### config.mk
export PLATFORM = sky130hd
export DESIGN_NAME = seg7_scan_n_flat
export DESIGN_NICKNAME = d
export VERILOG_FILES = /design/src/rtl/seg7_scan_n_if.sv /design/src/rtl/seg7_scan_n.sv /design/src/flat_wrapper.sv
export SDC_FILE = /design/constraint.sdc
export NUM_CORES = 1
export LEC_CHECK = 0
export CORE_UTILIZATION = 40
export CTS_CLUSTER_SIZE = 16
export DETAILED_ROUTE_END_ITERATION = 12
export PLACE_DENSITY = 0.73
export SLEW_MARGIN = 5
export SYNTH_ARGS = -nofsm -noshare
export SYNTH_HDL_FRONTEND = slang
export SYNTH_SLANG_ARGS = --single-unit
### constraint.sdc
create_clock -name clk -period 2.4 [get_ports clk]
set_clock_uncertainty 0.1 [all_clocks]
set_input_delay 0.36 -clock clk [delete_from_list [all_inputs] [get_ports clk]]
set_output_delay 0.36 -clock clk [all_outputs]
set_load 0.02 [all_outputs]
### src/rtl/seg7_scan_n_if.sv
// GPIO-side bundle for the multiplexed 7-segment scanner: display data in,
// segment/digit pin drive and frame strobe out.
interface seg7_scan_n_if #(
    parameter int DIGITS = 4
);
    logic [4*DIGITS-1:0] idata;
    logic [DIGITS-1:0]   idp;
    logic [DIGITS-1:0]   ien;
    logic                ilz_blank;
    logic [6:0]          oseg;
    logic                odp;
    logic [DIGITS-1:0]   odig;
    logic                oframe;

    modport master (
        output idata, idp, ien, ilz_blank,
        input  oseg, odp, odig, oframe
    );

    modport slave (
        input  idata, idp, ien, ilz_blank,
        output oseg, odp, odig, oframe
    );
endinterface

### src/rtl/seg7_scan_n.sv
// N-digit multiplexed 7-segment driver with blank slots between digits,
// leading-zero suppression and whole-frame shadow capture of the display data.
module seg7_scan_n #(
    parameter int DIGITS         = 4,
    parameter int REFRESH_DIV    = 50000,
    parameter int BLANK_CYCLES   = 8,
    parameter bit SEG_ACTIVE_LOW = 1'b1,
    parameter bit DIG_ACTIVE_LOW = 1'b1
) (
    input  logic         clk,
    input  logic         rst,
    seg7_scan_n_if.slave bus
);
    localparam int CNT_RANGE = (REFRESH_DIV > BLANK_CYCLES)
                             ? ((REFRESH_DIV > 2) ? REFRESH_DIV : 2)
                             : ((BLANK_CYCLES > 2) ? BLANK_CYCLES : 2);
    localparam int CW = $clog2(CNT_RANGE);
    localparam int IW = (DIGITS > 1) ? $clog2(DIGITS) : 1;

    localparam logic [CW-1:0]     SHOW_LAST  = CW'(REFRESH_DIV - 1);
    localparam logic [CW-1:0]     BLANK_LAST = CW'((BLANK_CYCLES > 0) ? BLANK_CYCLES - 1 : 0);
    localparam logic [IW-1:0]     IDX_LAST   = IW'(DIGITS - 1);
    localparam logic [6:0]        SEG_OFF    = SEG_ACTIVE_LOW ? 7'h7F : 7'h00;
    localparam logic              DP_OFF     = SEG_ACTIVE_LOW;
    localparam logic [DIGITS-1:0] DIG_OFF    = DIG_ACTIVE_LOW ? {DIGITS{1'b1}} : {DIGITS{1'b0}};

    typedef enum logic {
        ST_SHOW  = 1'b0,
        ST_BLANK = 1'b1
    } state_t;

    state_t              r_state;
    logic [IW-1:0]       r_idx;
    logic [CW-1:0]       r_cnt;
    logic [4*DIGITS-1:0] r_shadow_data;
    logic [DIGITS-1:0]   r_shadow_dp;
    logic [DIGITS-1:0]   r_shadow_en;
    logic                r_load_pending;
    logic [6:0]          r_oseg;
    logic                r_odp;
    logic [DIGITS-1:0]   r_odig;
    logic                r_oframe;

    logic [DIGITS-1:0]   w_nib_zero;
    logic [DIGITS-1:0]   w_zero_from;
    logic [3:0]          w_sel_nib;
    logic                w_sel_dp;
    logic                w_sel_en;
    logic                w_sel_zero;
    logic [DIGITS-1:0]   w_sel_onehot;
    logic                w_lit;
    logic                w_lz_blank;
    logic [6:0]          w_seg_ah;
    logic                w_dp_ah;
    logic [DIGITS-1:0]   w_dig_ah;
    logic                w_wrap;
    logic [IW-1:0]       w_idx_next;
    logic                w_slot_end;
    logic                w_blank_end;
    logic                w_advance;
    logic                w_capture;

    function automatic logic [6:0] hex_decode(input logic [3:0] nib);
        case (nib)
            4'h0: hex_decode = 7'h3F;
            4'h1: hex_decode = 7'h06;
            4'h2: hex_decode = 7'h5B;
            4'h3: hex_decode = 7'h4F;
            4'h4: hex_decode = 7'h66;
            4'h5: hex_decode = 7'h6D;
            4'h6: hex_decode = 7'h7D;
            4'h7: hex_decode = 7'h07;
            4'h8: hex_decode = 7'h7F;
            4'h9: hex_decode = 7'h6F;
            4'hA: hex_decode = 7'h77;
            4'hB: hex_decode = 7'h7C;
            4'hC: hex_decode = 7'h39;
            4'hD: hex_decode = 7'h5E;
            4'hE: hex_decode = 7'h79;
            default: hex_decode = 7'h71;
        endcase
    endfunction

    // w_zero_from[i] is set when shadow nibbles i..DIGITS-1 are all zero.
    genvar gi;
    generate
        for (gi = 0; gi < DIGITS; gi++) begin : g_lz
            assign w_nib_zero[gi] = (r_shadow_data[4*gi +: 4] == 4'h0);
            if (gi == DIGITS - 1) begin : g_top
                assign w_zero_from[gi] = w_nib_zero[gi];
            end else begin : g_chain
                assign w_zero_from[gi] = w_nib_zero[gi] & w_zero_from[gi+1];
            end
        end
    endgenerate

    always_comb begin
        w_sel_nib    = 4'h0;
        w_sel_dp     = 1'b0;
        w_sel_en     = 1'b0;
        w_sel_zero   = 1'b0;
        w_sel_onehot = '0;
        for (int i = 0; i < DIGITS; i++) begin
            if (r_idx == IW'(i)) begin
                w_sel_nib       = r_shadow_data[4*i +: 4];
                w_sel_dp        = r_shadow_dp[i];
                w_sel_en        = r_shadow_en[i];
                w_sel_zero      = w_zero_from[i];
                w_sel_onehot[i] = 1'b1;
            end
        end
    end

    // A suppressed leading zero keeps its digit selected so its dp can still light.
    assign w_lit      = (r_state == ST_SHOW) && w_sel_en;
    assign w_lz_blank = bus.ilz_blank && (r_idx != '0) && w_sel_zero;
    assign w_seg_ah   = (w_lit && !w_lz_blank) ? hex_decode(w_sel_nib) : 7'h00;
    assign w_dp_ah    = w_lit & w_sel_dp;
    assign w_dig_ah   = w_lit ? w_sel_onehot : '0;

    assign w_wrap      = (r_idx == IDX_LAST);
    assign w_idx_next  = w_wrap ? '0 : r_idx + 1'b1;
    assign w_slot_end  = (r_state == ST_SHOW) && (r_cnt == SHOW_LAST);
    assign w_blank_end = (r_state == ST_BLANK) && (r_cnt == BLANK_LAST);
    assign w_advance   = (w_slot_end && (BLANK_CYCLES == 0)) || w_blank_end;
    assign w_capture   = r_load_pending || (w_advance && w_wrap);

    always_ff @(posedge clk or negedge rst) begin
        if (!rst) begin
            r_state        <= ST_SHOW;
            r_idx          <= '0;
            r_cnt          <= '0;
            r_shadow_data  <= '0;
            r_shadow_dp    <= '0;
            r_shadow_en    <= '0;
            r_load_pending <= 1'b1;
            r_oseg         <= SEG_OFF;
            r_odp          <= DP_OFF;
            r_odig         <= DIG_OFF;
            r_oframe       <= 1'b0;
        end else begin
            r_load_pending <= 1'b0;
            r_oframe       <= w_capture;
            if (w_capture) begin
                r_shadow_data <= bus.idata;
                r_shadow_dp   <= bus.idp;
                r_shadow_en   <= bus.ien;
            end
            if (w_advance) begin
                r_idx <= w_idx_next;
            end
            case (r_state)
                ST_SHOW: begin
                    if (r_cnt == SHOW_LAST) begin
                        r_cnt <= '0;
                        if (BLANK_CYCLES > 0) begin
                            r_state <= ST_BLANK;
                        end
                    end else begin
                        r_cnt <= r_cnt + 1'b1;
                    end
                end
                default: begin
                    if (r_cnt == BLANK_LAST) begin
                        r_cnt   <= '0;
                        r_state <= ST_SHOW;
                    end else begin
                        r_cnt <= r_cnt + 1'b1;
                    end
                end
            endcase
            r_oseg <= SEG_ACTIVE_LOW ? ~w_seg_ah : w_seg_ah;
            r_odp  <= SEG_ACTIVE_LOW ? ~w_dp_ah  : w_dp_ah;
            r_odig <= DIG_ACTIVE_LOW ? ~w_dig_ah : w_dig_ah;
        end
    end

    assign bus.oseg   = r_oseg;
    assign bus.odp    = r_odp;
    assign bus.odig   = r_odig;
    assign bus.oframe = r_oframe;
endmodule

### src/flat_wrapper.sv
// flat-port wrapper written by rule: the top's interface ports become plain ports
module seg7_scan_n_flat 
#(
    parameter int DIGITS         = 4,
    parameter int REFRESH_DIV    = 50000,
    parameter int BLANK_CYCLES   = 8,
    parameter bit SEG_ACTIVE_LOW = 1'b1,
    parameter bit DIG_ACTIVE_LOW = 1'b1
)
  (clk, rst, bus_idata, bus_idp, bus_ien, bus_ilz_blank, bus_oseg, bus_odp, bus_odig, bus_oframe);
  seg7_scan_n_if #(.DIGITS(DIGITS)) bus_i ();
  input  logic clk;
  input  logic rst;
  input wire logic [$bits(bus_i.idata)-1:0] bus_idata;
  input wire logic [$bits(bus_i.idp)-1:0] bus_idp;
  input wire logic [$bits(bus_i.ien)-1:0] bus_ien;
  input wire logic [$bits(bus_i.ilz_blank)-1:0] bus_ilz_blank;
  output wire logic [$bits(bus_i.oseg)-1:0] bus_oseg;
  output wire logic [$bits(bus_i.odp)-1:0] bus_odp;
  output wire logic [$bits(bus_i.odig)-1:0] bus_odig;
  output wire logic [$bits(bus_i.oframe)-1:0] bus_oframe;
  assign bus_i.idata = bus_idata;
  assign bus_i.idp = bus_idp;
  assign bus_i.ien = bus_ien;
  assign bus_i.ilz_blank = bus_ilz_blank;
  assign bus_oseg = bus_i.oseg;
  assign bus_odp = bus_i.odp;
  assign bus_odig = bus_i.odig;
  assign bus_oframe = bus_i.oframe;
  seg7_scan_n #(.DIGITS(DIGITS), .REFRESH_DIV(REFRESH_DIV), .BLANK_CYCLES(BLANK_CYCLES), .SEG_ACTIVE_LOW(SEG_ACTIVE_LOW), .DIG_ACTIVE_LOW(DIG_ACTIVE_LOW)) u_core (.clk(clk), .rst(rst), .bus(bus_i));
endmodule
* Word-level counts from Yosys, hierarchy flattened
Memories as Yosys holds them, arrays and structs flattened.
Index checks and enable logic that the tools add are counted.
** Storage, ports and cells
- Flip-flop bits (word level) :: 57
- Memory bits (read-only) :: 112
- Word-level logic and storage cells :: 70
- Memories kept :: 1
** Memories
- (no name shown) :: depth 16, bits a word 7, rd ports 1, clocked after memory_dff 0, write ports 0, line seg7_scan_n.sv:64 : case (nib)
** Operators by class
- $add $sub $neg :: 2
- Equal/unequal tests :: 5
- Muxes and demuxes :: 29
- Bitwise logic cells :: 8
- Reductions and logical operators :: 14
** Operators by type and width (count)
- 16-bit 2-to-1 mux :: 3
- 4-bit 2-to-1 mux :: 5
- 1-bit 2-to-1 mux :: 19
- 16-bit by 1-bit adder with 16-bit output (second input constant) :: 1
- 16-bit == test (second input constant) :: 1
- 16-bit by 3-bit == test with 1-bit output (second input constant) :: 1
- 4-bit zero test :: 4
- 7-bit 2-to-1 mux :: 1
- 7-bit NOT :: 1
- 1-bit logical AND :: 6
- 1-bit AND :: 4
- 2-bit == test (second input constant) :: 2
- 4-bit NOT :: 1
- 2-bit by 1-bit adder with 2-bit output (second input constant) :: 1
- 2-bit by 1-bit == test with 1-bit output (second input constant) :: 1
- 2-bit zero test :: 1
- 2-bit 2-to-1 mux :: 1
- 1-bit NOT :: 2
- 2-bit nonzero test :: 1
- 1-bit zero test :: 1
- 1-bit logical OR :: 1

* Logic depth before layout (Yosys ltp)
- Depth after elaboration :: 13
- Mapped depth :: 11
- Gate-level depth less buffers :: 10

* Worst setup path before layout
Ideal clock, no wire load.
- Kind :: register to register
- Start :: register u_core.r_idx[1]
- End :: register u_core.r_oseg[3] (netlist: u_core.bus.oseg[3])
- Setup time :: 0.061 ns
- Data arrival time :: 2.088 ns
- Required time :: 2.239 ns
- Setup slack :: 0.151 ns
- Stages on the path, launching flop included :: 11
- Buffers on the path :: 1
- Clock period less this slack :: 2.249 ns
- Path through :: dfrtp_1 inv_1 ha_1 clkbuf_1 nand2_1 a31oi_1 inv_1 ha_1 a21oi_1 a32o_1 nand2_1
** On the way
- Longest elaborated chain between the ends :: 10
- Elaborated cells on any way between the ends :: 25
** RTL lines
- start, declared :: line seg7_scan_n.sv:33 : logic [IW-1:0] r_idx;
- start signal, assigned :: line seg7_scan_n.sv:150 : r_idx <= w_idx_next;
- parallel branches: the longest is 8 deep, another holds memory read 16 x 7 bit
- 7-bit 2-to-1 mux (*) :: line seg7_scan_n.sv:117 : assign w_seg_ah = (w_lit && !w_lz_blank) ? hex_decode(w_sel_nib) : 7'h00;
- 7-bit NOT (*) :: line seg7_scan_n.sv:172 : r_oseg <= SEG_ACTIVE_LOW ? ~w_seg_ah : w_seg_ah;
- end signal, assigned :: line seg7_scan_n.sv:172
- end, declared :: line seg7_scan_n.sv:39 : logic [6:0] r_oseg;
Mark *: on every way between the ends.
A chain may end at the register's enable or synchronous reset.

* Final worst setup path
- Start :: register u_core.r_cnt[10]
- End :: register u_core.r_shadow_data[0]
** On the way
- Longest elaborated chain between the ends :: 4
** RTL lines
- start, declared :: line seg7_scan_n.sv:34 : logic [CW-1:0] r_cnt;
- start signal, assigned :: line seg7_scan_n.sv:160 : r_cnt <= r_cnt + 1'b1;
- start signal, assigned :: line seg7_scan_n.sv:168 : r_cnt <= r_cnt + 1'b1;
- 16-bit by 3-bit == test with 1-bit output :: line seg7_scan_n.sv:124 : assign w_blank_end = (r_state == ST_BLANK) && (r_cnt == BLANK_LAST);
- 1-bit logical AND :: line seg7_scan_n.sv:124
- 1-bit logical AND :: line seg7_scan_n.sv:126 : assign w_capture = r_load_pending || (w_advance && w_wrap);
- 1-bit logical OR :: line seg7_scan_n.sv:126
- end signal, assigned :: line seg7_scan_n.sv:145 : r_shadow_data <= bus.idata;
- end, declared :: line seg7_scan_n.sv:35 : logic [4*DIGITS-1:0] r_shadow_data;
No other way between the ends.

==> flow_metrics.py <==
metrics = {
    "timing": {
        "rsz0062_at_grt": "no",
        "fmax_ghz": 0.436,
        "slew-limit-headroom_pct": 60.0,
        "final_hold_viol_count": 0,
        "tightest_slew_ps": 600,
        "hold_ws_ps": 392,
        "fin_crit_ps": 2290,
        "slew_violations": 0,
        "finalSetupViolCount": 0,
        "period_share_pct": 95.5,
    },
    "yosys": {
        "async_flop_share_pct": 100,
        "synth_compound_area_share_pct": 6.84,
        "synth.top_cell.area_share_pct": 38.6,
        "yosys.area.top_type": "dfrtp_1",
        "synthAdderAreaFrac_pct": 4.82,
        "synth_edf_count": 0,
        "yosysUniqueCellTypes": 42,
        "synth_common_cells": "44 x dfrtp_1, 26 x nand2_1, 19 x mux2_4",
        "yosysSeqAreaShare_pct": 50.6,
        "syn_inst": 243,
        "synth_nets": 281,
        "netlist_area_mm2": 0.00285,
        "yosys_warnings": 0,
        "synth_area_leaders": "dfrtp_1 39%, dfstp_2 12%, mux2_4 10%",
        "muxShareOfSynthArea_pct": 13.8,
        "ys_ff_latch": 57,
        "yosys.area_share.simple_pct": 16.8,
        "syn_avg_cell_area_um2": 11.7,
        "yosys.cell_count.top_type": "dfrtp_1",
        "synth_ff_type": "dfrtp_1",
        "synth_top_family_by_area": "simple AND/OR/NAND/NOR gates",
        "synth-xor-area-share_pct": 4.30,
    },
    "cells_and_area": {
        "layout.cells.non_filler": 407,
        "num_antenna_cells": 0,
        "finalInstanceArea_mm2": 0.00370,
        "fillers": 611,
        "finalNetCount": 344,
        "syn_to_final_growth_pct": 29.8,
        "drive_gt1_share_pct": 28.0,
    },
    "floorplan": {
        "initial_core_util_pct": 41.8,
        "die_h_um": 86.5,
        "die_x_um": 86.5,
        "dieArea_mm2": 0.00747,
        "core.rowCount": 30,
        "pin_count": 40,
        "core_mm2": 0.00683,
    },
    "worst_setup_path": {
        "crit_chain": "or4_1 -> nor4_2 -> and3_4 -> a21oi_4 -> mux2_4",
        "critPathLaunchType": "flop",
        "r2r_start": "u_core.r_cnt[10]$_DFF_PN0_",
        "cp.required_ps": 2520,
        "crit_fanout": 13,
        "crit_type": "flop to flop",
        "r2r-end": "u_core.r_shadow_data[0]$_DFFE_PN0P_",
        "slowest_delay_ps": 570,
        "rrSetupSlack_ps": 110,
        "reg2regPathDepth": 5,
        "cp.arrival_ps": 2410,
        "slowest_stage": "or4_1",
        "end_kind": "flop",
    },
    "place": {
        "dp_cells": 389,
        "dp_hpwl_um": 4100,
        "portBuffers": 39,
        "dpl-instance-area_mm2": 0.00345,
        "place_congestion": 0.818,
    },
    "cts": {
        "clock_sinks": 57,
        "clockBufferDepth": 2,
        "cts-root-buf": "clkbuf_8",
        "tritoncts": "yes",
        "clkTransAtPathRegs_ps": 70,
        "post_cts_buffers": 0,
        "htree_levels": 3,
        "cts_inserted_buffers": 9,
        "worstSkewPairLatency_ps": 340,
    },
    "grt": {
        "grt_pass1_wl_um": 10100,
        "grt_pass1_vias": 2144,
        "gr-total-overflow": 0,
        "grt_max_degree": 29,
        "antenna_found_initial": 0,
        "grt.total_usage_pct": 17.9,
    },
    "min_path": {
        "holdPathEnd": "u_core.r_cnt[10]$_DFF_PN0_",
        "hp-class": "flop to flop",
        "hp-start": "u_core.r_cnt[10]$_DFF_PN0_",
        "hold_depth": 1,
    },
    "drt": {
        "via_count": 2065,
        "vias_per_cell": 5.07,
        "routedWlPerCell_um": 14.4,
        "postRouteAntennaNets": 0,
        "wirelength_um": 5850,
        "drtIter0Drc": 139,
        "drc": 0,
        "first_pass_iters": 4,
    },
    "run": {
        "drv_cap": 0,
    },
    "power": {
        "power_leakage_nw": 1.60,
        "power_density_mw_per_mm2": 613,
        "finalPower_mw": 2.27,
        "ir_drop_uv": 295,
    },
    "status": {
        "status": "finished clean",
    },
}
## metrics by stage
step	setup TNS [ps]	setup slack [ps]	util, %
CTS	0	9.79	53.6
detailed placement	-59.5	-24.6	50.5
global route	0	6.57	54.2
finish	0	108	54.2
global placement	0	37.5	50.5
floorplan	0	151	-
## cell usage in the layout, fill, tap and decap left out, types with 6 or more instances in the layout
master           netlist  routed
dfrtp_1               44      44
clkdlybuf4s50_1        0      38
nand2_1               26      26
mux2_4                19      19
buf_4                  1      19
nor2_1                14      13
dfstp_2               13      13
clkbuf_8               0      10
nand3b_1               9       9
inv_1                  8       8
a21oi_1                7       7
nand3_1                7       7
xnor2_1                7       7
xor2_1                 7       7
ha_1                  11       7
mux2_2                 6       6
## worst max path at each step
stage | cells past startpoint | from | to
6_report | 5 | u_core.r_cnt[10]$_DFF_PN0_ | u_core.r_shadow_data[0]$_DFFE_PN0P_
5_1_grt | 10 | u_core.r_idx[0]$_DFFE_PN0P_ | u_core.bus.oseg[3]$_DFF_PN1_
4_1_cts | 5 | u_core.r_cnt[7]$_DFF_PN0_ | u_core.r_shadow_data[7]$_DFFE_PN0P_
3_5_place_dp | 6 | u_core.r_cnt[1]$_DFF_PN0_ | u_core.r_shadow_dp[2]$_DFFE_PN0P_
3_3_place_gp | 6 | u_core.r_cnt[1]$_DFF_PN0_ | u_core.r_shadow_data[15]$_DFFE_PN0P_
2_1_floorplan | 10 | u_core.r_idx[1]$_DFFE_PN0P_ | u_core.bus.oseg[3]$_DFF_PN1_
## logic make-up (layout without fill, tap and decap cells)
group,Yosys count,after routing
other cells,1,1
flops,57,57
simple gates,88,88
mux,29,29
fa+ha+maj,11,11
xor+xnor,14,14
buf+inv,16,83
compound gates,27,28
## critical path, delay by kind of cell, from the launching register on
family          cells  cell delay [ps]
flops               1              400
simple gates        3             1150
mux                 1              350
compound gates      1              170
## metal layers
layer	track usage [%]	vias to the layer above	share of wire [%]
li1	-	985	-
met1	22.9	1026	45
met2	29.2	42	49
met3	3.90	12	4.2
met4	7.73	0	1.6
met5	0	-	0
## registers in the layout (all words and copies together), names as in the netlist
name / flops
u_core.r_shadow_dp: 4
u_core.r_shadow_data: 16
u_core.r_cnt: 16
u_core.r_shadow_en: 4
u_core.bus.oframe: 1
u_core.bus.oseg: 7
u_core.r_state: 1
u_core.r_idx: 2
u_core.bus.odp: 1
u_core.bus.odig: 4
u_core.r_load_pending: 1
## power breakdown
part	switching (mW)	internal (mW)
registers	0.0387	1.05
clock network	0.414	0.408
logic	0.159	0.203
## repair_timing
item	CTS	global route
hold buffers	1	0
endpoints found under the setup margin	10	18
gates cloned	1	0
pin swaps	0	0
resized for setup	3	8
endpoints found under the hold margin	20	0
## final cells by class
type                       instances  area [um^2]  area share [%]
timing repair buffer              59          538            14.5
tap                               96          120            3.24
clock buffer                      11          141            3.82
multi-input combinational        171         1390            37.6
sequential                        57         1440            39.0
inverter                           8         30.0           0.811
clock inverter                     5         40.0            1.08
(Power assumes the default switching activity.)
